### src/rtl/ws2812_rx.sv
// WS2812 serial line receiver: decodes high-time-coded bits into 24-bit GRB pixels
// with a valid/ready output, frame (latch) detection and illegal-pulse reporting.
module ws2812_rx #(
  parameter int unsigned CLOCK_HZ     = 12_000_000,
  parameter int unsigned THRESHOLD_NS = 600,
  parameter int unsigned RESET_US     = 50,
  parameter int unsigned MAX_HIGH_NS  = 5000
) (
  input  logic        clock,
  input  logic        reset_n,
  input  logic        din,
  output logic [23:0] data_out,
  output logic        data_valid,
  input  logic        data_ready,
  output logic        frame_end,
  output logic        error,
  output logic        overflow
);

  localparam int unsigned ThreshCycles =
      32'(64'(CLOCK_HZ) * 64'(THRESHOLD_NS) / 64'd1_000_000_000);
  localparam int unsigned ResetCycles  = 32'(64'(CLOCK_HZ) * 64'(RESET_US) / 64'd1_000_000);
  localparam int unsigned MaxHighCycles =
      32'(64'(CLOCK_HZ) * 64'(MAX_HIGH_NS) / 64'd1_000_000_000);

  localparam int unsigned LowW  = $clog2(ResetCycles + 1);
  localparam int unsigned HighW = $clog2(MaxHighCycles + 1);

  localparam logic [LowW-1:0]  LowReset   = LowW'(ResetCycles);
  localparam logic [LowW-1:0]  LowLast    = LowW'(ResetCycles - 1);
  localparam logic [HighW-1:0] HighThresh = HighW'(ThreshCycles);
  localparam logic [HighW-1:0] HighMax    = HighW'(MaxHighCycles);

  typedef enum logic [1:0] {StUnsync, StLow, StHigh} state_e;

  state_e            state_q, state_d;
  logic              sync_q, din_s_q;
  logic [LowW-1:0]   low_cnt_q, low_cnt_d;
  logic [HighW-1:0]  high_cnt_q, high_cnt_d;
  logic [4:0]        bit_cnt_q, bit_cnt_d;
  logic [23:0]       shift_q, shift_d;
  logic [23:0]       data_q, data_d;
  logic              valid_q, valid_d;
  logic              frame_q, frame_d;
  logic              error_q, error_d;
  logic              ovf_q, ovf_d;
  logic              bit_val;
  logic              pix_done;
  logic [23:0]       pix;

  always_comb begin
    state_d    = state_q;
    low_cnt_d  = low_cnt_q;
    high_cnt_d = high_cnt_q;
    bit_cnt_d  = bit_cnt_q;
    shift_d    = shift_q;
    frame_d    = 1'b0;
    error_d    = 1'b0;
    pix_done   = 1'b0;
    bit_val    = (high_cnt_q >= HighThresh);
    pix        = {shift_q[22:0], bit_val};

    case (state_q)
      StUnsync: begin
        if (din_s_q) begin
          low_cnt_d = '0;
        end else if (low_cnt_q == LowLast) begin
          // Saturate so the entry into StLow does not produce a frame_end.
          low_cnt_d = LowReset;
          state_d   = StLow;
        end else begin
          low_cnt_d = low_cnt_q + 1'b1;
        end
      end
      StLow: begin
        if (din_s_q) begin
          // This edge already sampled the first high cycle of the pulse.
          high_cnt_d = HighW'(1);
          state_d    = StHigh;
        end else if (low_cnt_q == LowLast) begin
          low_cnt_d = LowReset;
          frame_d   = 1'b1;
          bit_cnt_d = '0;
          shift_d   = '0;
        end else if (low_cnt_q != LowReset) begin
          low_cnt_d = low_cnt_q + 1'b1;
        end
      end
      StHigh: begin
        if (din_s_q) begin
          if (high_cnt_q >= HighMax) begin
            error_d   = 1'b1;
            bit_cnt_d = '0;
            shift_d   = '0;
            low_cnt_d = '0;
            state_d   = StUnsync;
          end else begin
            high_cnt_d = high_cnt_q + 1'b1;
          end
        end else begin
          shift_d   = pix;
          low_cnt_d = LowW'(1);
          state_d   = StLow;
          if (bit_cnt_q == 5'd23) begin
            bit_cnt_d = '0;
            pix_done  = 1'b1;
          end else begin
            bit_cnt_d = bit_cnt_q + 5'd1;
          end
        end
      end
      default: state_d = StUnsync;
    endcase
  end

  always_comb begin
    data_d  = data_q;
    valid_d = valid_q;
    ovf_d   = ovf_q;
    if (pix_done) begin
      if (!valid_q || data_ready) begin
        data_d  = pix;
        valid_d = 1'b1;
      end else begin
        ovf_d = 1'b1;
      end
    end else if (valid_q && data_ready) begin
      valid_d = 1'b0;
    end
  end

  always_ff @(posedge clock or negedge reset_n) begin
    if (!reset_n) begin
      state_q    <= StUnsync;
      sync_q     <= 1'b0;
      din_s_q    <= 1'b0;
      low_cnt_q  <= '0;
      high_cnt_q <= '0;
      bit_cnt_q  <= '0;
      shift_q    <= '0;
      data_q     <= '0;
      valid_q    <= 1'b0;
      frame_q    <= 1'b0;
      error_q    <= 1'b0;
      ovf_q      <= 1'b0;
    end else begin
      state_q    <= state_d;
      sync_q     <= din;
      din_s_q    <= sync_q;
      low_cnt_q  <= low_cnt_d;
      high_cnt_q <= high_cnt_d;
      bit_cnt_q  <= bit_cnt_d;
      shift_q    <= shift_d;
      data_q     <= data_d;
      valid_q    <= valid_d;
      frame_q    <= frame_d;
      error_q    <= error_d;
      ovf_q      <= ovf_d;
    end
  end

  assign data_out   = data_q;
  assign data_valid = valid_q;
  assign frame_end  = frame_q;
  assign error      = error_q;
  assign overflow   = ovf_q;

endmodule

### config.mk
export PLATFORM = sky130hd
export DESIGN_NAME = ws2812_rx
export DESIGN_NICKNAME = d
export VERILOG_FILES = /design/src/rtl/ws2812_rx.sv
export SDC_FILE = /design/constraint.sdc
export NUM_CORES = 1
export LEC_CHECK = 0
export ABC_AREA = 0
export CORE_MARGIN = 5
export CORE_UTILIZATION = 45
export DETAILED_ROUTE_END_ITERATION = 16
export PLACE_DENSITY_LB_ADDON = 0.08
export SYNTH_ARGS = -nofsm -noshare
export SYNTH_HDL_FRONTEND = slang
export SYNTH_SLANG_ARGS = --single-unit
### constraint.sdc
create_clock -name clock -period 2.3 [get_ports clock]
set_input_delay 0.23 -clock clock [delete_from_list [all_inputs] [get_ports clock]]
set_output_delay 0.23 -clock clock [all_outputs]
set_load 0.1 [all_outputs]
# Word-level counts from Yosys, hierarchy flattened
# Cells that the tools add are included.
# classes
mux	41
bitwise_logic	1
add_sub_neg	3
n_reduce_logical	14
n_lt_le_gt_ge	2
n_eq_ne	15
# op_table
op	n
23-bit 2-to-1 mux	4
10-bit 2-to-1 mux	7
23-bit one-hot mux with 2 select lines	1
10-bit one-hot mux with 3 select lines	1
5-bit 2-to-1 mux	5
6-bit 2-to-1 mux	3
4-bit AND reduction	4
2-bit != test (second input constant)	7
1-bit 2-to-1 mux	12
6-bit one-hot mux with 2 select lines	1
10-bit by 1-bit adder with 10-bit output (second input constant)	1
10-bit == test (second input constant)	1
2-bit 2-to-1 mux	5
10-bit != test (second input constant)	1
5-bit one-hot mux with 2 select lines	1
6-bit by 1-bit adder with 6-bit output (second input constant)	1
6-bit by 3-bit >= comparator with 1-bit output (second input constant)	1
6-bit >= comparator (second input constant)	1
3-bit != test (second input constant)	2
2-bit one-hot mux with 3 select lines	1
2-bit AND reduction	3
5-bit by 1-bit adder with 5-bit output (second input constant)	1
5-bit == test (second input constant)	1
2-bit nonzero test	2
9 further kinds	9
# word_totals
reg_bits	76
out_inout_bits	28
word_cells	88
inputBits	4

# Depth between registers and ports, before layout
# depth
depth_word	6
ltp_mapped	9
depth_no_buf	7

# Least setup slack after synthesis
# No wires, ideal clock.
# synth_path
kind	reg2reg
from	register state_q[0]
to	register data_q[10] (netlist: data_out[10])
arrival_ns	2.016
t_required_ns	2.175
setup_slack_ns	0.159
setup_ns	0.125
stages_incl_launch_ff	9
synth_period_minus_slack_ns	2.141
path_cell_list	dfrtp_1 > inv_1 > ha_1 > inv_1 > nor2_1 > and3_1 > buf_2 > buf_2 > mux2_2
# synth_via
elab_chain_cells	3
# synth_rtl
item	line	rtl
start: declaration	36	state_e state_q, state_d;
start signal: assignment	134	state_q <= StUnsync;
start signal: assignment	147	state_q <= state_d;
2-bit == test	63	case (state_q)
1-bit 2-to-1 mux	63	
2-bit AND reduction (no source line)	-	
end signal: assignment	154	data_q <= data_d;
end: declaration	42	logic [23:0] data_q, data_d;
# Every way passes these cells.
# A chain may end at the register's enable or synchronous reset.

# Final worst setup path
# layout_path
from	register state_q[1]
to	register bit_cnt_q[4]
# layout_via
elab_chain_cells	3
word_cells_on_any_way	8
classes_between	eq/ne (5); mux (1); reduce/logical (2)
# layout_rtl
item	line	rtl
2-bit == test / 2-bit by 1-bit == test with 1-bit output (equally long branches)	63	
3-bit != test (no source line), or another cell as far along	-	
4-bit AND reduction (no source line)	-	
end signal: assignment	152	bit_cnt_q <= bit_cnt_d;
end: declaration	40	logic [4:0] bit_cnt_q, bit_cnt_d;
# Parallel ways exist; a longest one is shown, timed or not.

==> results <==
- For this design, the slowest cell found on the critical path is or4_1.
- The uppermost layer routed is met4.
- In this run the cell area measured after placement is around 0.0038 mm2.
- Walking the worst path, the cells encountered are inv_1, ha_1, inv_1, or4_1, o32a_1, buf_4, o21ai_0, o31ai_1.
- The path class of the tightest hold or removal check is input port to register.
- On the worst path, the slowest cell contributes a delay of between 400 and 500 ps.
- For the worst-skew pair, the clock arrives at the later sink with an insertion delay of between 300 and 400 ps.
- Data arrives at the worst endpoint at around 2300 ps.
- The routability congestion estimate is a little under 0.8.
- The initial utilization of the core area, before any placement, comes to 0.4664.
- The worst clock skew on the final layout is roughly 8.3 ps.
- The standby leakage power is between 1.5 and 2 nW.
- For this run, design rule violations remaining after detail routing come to 0.
- After clock tree synthesis, the clock-pin slew on the worst setup and hold paths is 80 ps.
- The count of fill cells added during filler insertion is between 600 and 700.
- The half-perimeter wire length after placement is 4289 um.
- The TritonCTS clock tree is yes.
- The period utilization is 0.9260.
- The post-route setup TNS is 0 ps.
- The final period demand of the worst path is between 2000 and 2500 ps.
- The post-synth design cell area is roughly 0.0034 mm2.
- The source of the critical timing path is state_q[1]$_DFFE_PN0P_.
- For this design the ratio of total power to cell area is around 660 mW/mm2.
- The transition time at the pin with the least slew margin is roughly 600 ps.
- The area of the die is around 0.0094 mm2.
- The initialized floorplan defines 31 standard-cell rows.
- Setup repair after global routing left no endpoint under its margin.
- The met3 layer wire length in the routed design is between 200 and 250 um.
- The overall power consumption is ~2.7 mW.
- The count of endpoints failing setup in the final report is 0.
- The clock drives 76 sinks.
- For this block, the initial DRC count from the detailed router was 102.
- In the detailed route, the total length drawn on met2 is 3019 um.
- The run finished with clean final reports.
- The beginning of the worst register-to-register path is state_q[1]$_DFFE_PN0P_.
- The predominant post-synthesis flop cell is dfrtp_1.
- The final wirelength is between 6000 and 7000 um.
- The area of all sequential standard cells is around 0.0019 mm2.
- After detailed routing, the number of vias per cell comes to 5.243.
- The total overflow left after global routing is 0.
- The combined area of the multi-input logic cells is approximately 0.0014 mm2.
- The number of hold violations in the final report came to 0.
- In this run the worst path has a maximum fanout of 55.
- Measured along the y axis, the die boundary spans between 90 and 100 um.
- After detailed routing, the average wire length per cell comes to between 10 and 15 um.
- The detailed-router iteration count before antenna repair is 5.
- The worst supply voltage drop on vdd is around 0.00035 V.
- Prior to clock tree synthesis, the placed netlist has a worst setup slack of 180.2 ps.
- The largest net degree at the start of global routing is 56.
- The max-slew headroom at the worst pin is 0.5791.
- In the post-route analysis, the smallest setup slack over all paths is roughly 170 ps.
- The number of CTS-inserted buffers is 9.
- The first global-routing pass estimated between 10000 and 15000 um of wire.
- The area overhead of the layout relative to synthesis is 20.05%.
- The count of boundary I/O pins is 32.
- The core region is 0.007292 mm2.
- The nature of the critical path endpoint is a register.
- By startpoint and endpoint, the worst setup path is classified as register to register.
- The longest clock path from root to sink contains 2 buffers.
- The total of warnings raised by yosys is 0.
- The sequential cell area fraction in the yosys report is 0.5592.
- Synthesis inferred 76 register bits.
- The total number of vias is ~2.5k.
- During placement, the flow inserted port buffers numbering 31.
- The fraction of final layout cells sized beyond drive strength 1 is 0.2246.
- The initial antenna violation count is 0.
- The number of global-route vias before repair is roughly 2.4k.
- After routing the design area is 0.004083 mm2.
- The number of enable-type register cells in the synthesized netlist is 0.
- The element type at the critical path start is a register.
- The overall fraction of global-route tracks in use is 0.1470.
- After the last flow step, the layout net total stands at about 380.
- The share of async-settable or async-resettable flops after synthesis is 1.000.
- The reported max-cap violation count is 0.
- Among the stages of the critical path, the cell type that occurs most often is inv_1.
- In this run the remaining antenna-violating nets after routing total 0.
- The tree is rooted in a clkbuf_8.
- The maximum achievable frequency is around 470 MHz.
- The hold path startpoint is din.
- The endpoint required time on the critical path is around 2500 ps.
- The depth of the CTS H-tree is 3.
- After synthesis, the mean cell area works out to 10.37 um2.
- Synthesis produced a netlist with a net count of 340.
- The synthesized instance count is 328.
- The number of antenna diodes in the final layout is 0.
- The number of pins exceeding their max-slew limit in the final report is 0.
- After detailed routing, the wire length on met1 is between 3000 and 4000 um.
- The number of distinct library cells after synthesis is 42.
- The die is slightly below 100 um wide.
==> critical path: cells and delay by family, from the launching register on <==
family / cells / cell delay [ps]
AOI/OAI and AO/OA: 3 / 500
adders and majority gates: 1 / 170
buffers and inverters: 3 / 450
DFF: 1 / 420
and+or+nand+nor: 1 / 460
==> timing repair <==
| action | in CTS | in global routing |
|---|---|---|
| setup endpoints to repair | 0 | 1 |
| hold endpoints to repair | 34 | 0 |
| buffers inserted | 0 | 2 |
| hold buffers | 1 | 0 |
| gates resized for setup | 0 | 0 |
==> per-layer routing <==
| metal | up-vias | global-route usage |
|---|---|---|
| met5 | - | 0 |
| met1 | 1208 | 0.1932 |
| li1 | 1234 | - |
| met2 | 32 | 0.2320 |
| met3 | 6 | 0.03813 |
| met4 | 0 | 0.05832 |
==> final cells by class <==
type	count	share of cell area
flip-flops and latches	76	0.4658
multi-input cells	224	0.3386
clock inverters	5	0.02636
repair buffers	44	0.08888
well taps	99	0.03034
inverters	14	0.01287
clock buffers	11	0.03708
==> cell usage after synthesis (2+ instances only) <==
cell       number  area share
a2111oi_0       2      0.0052
a21o_1          3      0.0066
a21oi_1        12       0.018
and3_1          7       0.013
and4b_1         2      0.0059
buf_2           3      0.0044
clkbuf_1       10       0.011
dfrtp_1        76        0.56
ha_1            8       0.029
inv_1          14       0.015
mux2_2         23       0.076
nand2_1        60       0.066
nand2b_1        4      0.0074
nand3_1         8       0.012
nand4_1         3      0.0055
nand4b_1        2      0.0052
nor2_1         19       0.021
nor3_1          3      0.0044
o21ai_0        36       0.053
o21bai_1        3      0.0066
o31ai_1         5       0.011
or4_1           3      0.0066
xor2_1          3      0.0077
==> cell usage in the layout (no fill, tap or decap), types with 4 or more instances in the layout <==
cell type	n
a21oi_1	12
and3_1	7
buf_4	39
clkbuf_8	11
dfrtp_1	76
ha_1	8
inv_1	14
mux2_2	23
nand2_1	60
nand2b_1	4
nand3_1	8
nor2_1	19
o21ai_0	36
o31ai_1	5
==> power breakdown <==
group / switching (mW) / internal, mW
registers: 0.00686 / 1.34
logic: 0.0415 / 0.0221
clock network: 0.490 / 0.784
==> worst paths after layout <==
| check | slack [ps] | depth (start not counted) | to |
|---|---|---|---|
| min in group asynchronous | 370 | 2 | data_out[21]$_DFFE_PN0P_ |
| max in group asynchronous | 1350 | 3 | low_cnt_q[5]$_DFFE_PN0P_ |
| worst min register to register | 350 | 0 | din_s_q$_DFF_PN0_ |
| worst max register to register | 170 | 8 | bit_cnt_q[4]$_DFFE_PN0P_ |
| worst min-delay path | 320 | 1 | sync_q$_DFF_PN0_ |
| worst max-delay path | 170 | 8 | bit_cnt_q[4]$_DFFE_PN0P_ |
==> registers in the layout (all words and copies together), names as in the netlist <==
signal	cells
frame_end	1
data_valid	1
sync_q	1
bit_cnt_q	5
shift_q	23
low_cnt_q	10
error	1
din_s_q	1
state_q	2
high_cnt_q	6
data_out	24
overflow	1
==> per-stage QoR <==
stage                 util  hold slack [ps]  cells
finish              0.5599            323.8    473
global route        0.5599            324.2    473
CTS                 0.5578            307.9    471
detailed placement  0.5209            216.2    454
global placement    0.5209            211.2    454
floorplan                -           -65.59    328
==> logic make-up (layout without fill, tap and decap cells) <==
kind of cell / after synthesis / count (layout) / synth area share
xor gates and xnor gates: 3 / 3 / 0.007728
AOI/OAI and AO/OA: 73 / 73 / 0.1314
buffers and inverters: 28 / 74 / 0.03422
muxes: 23 / 23 / 0.07616
adders and majority gates: 8 / 8 / 0.02943
DFF: 76 / 76 / 0.5592
and+or+nand+nor: 117 / 117 / 0.1619
Note: power is estimated with default switching activity, not from simulation.
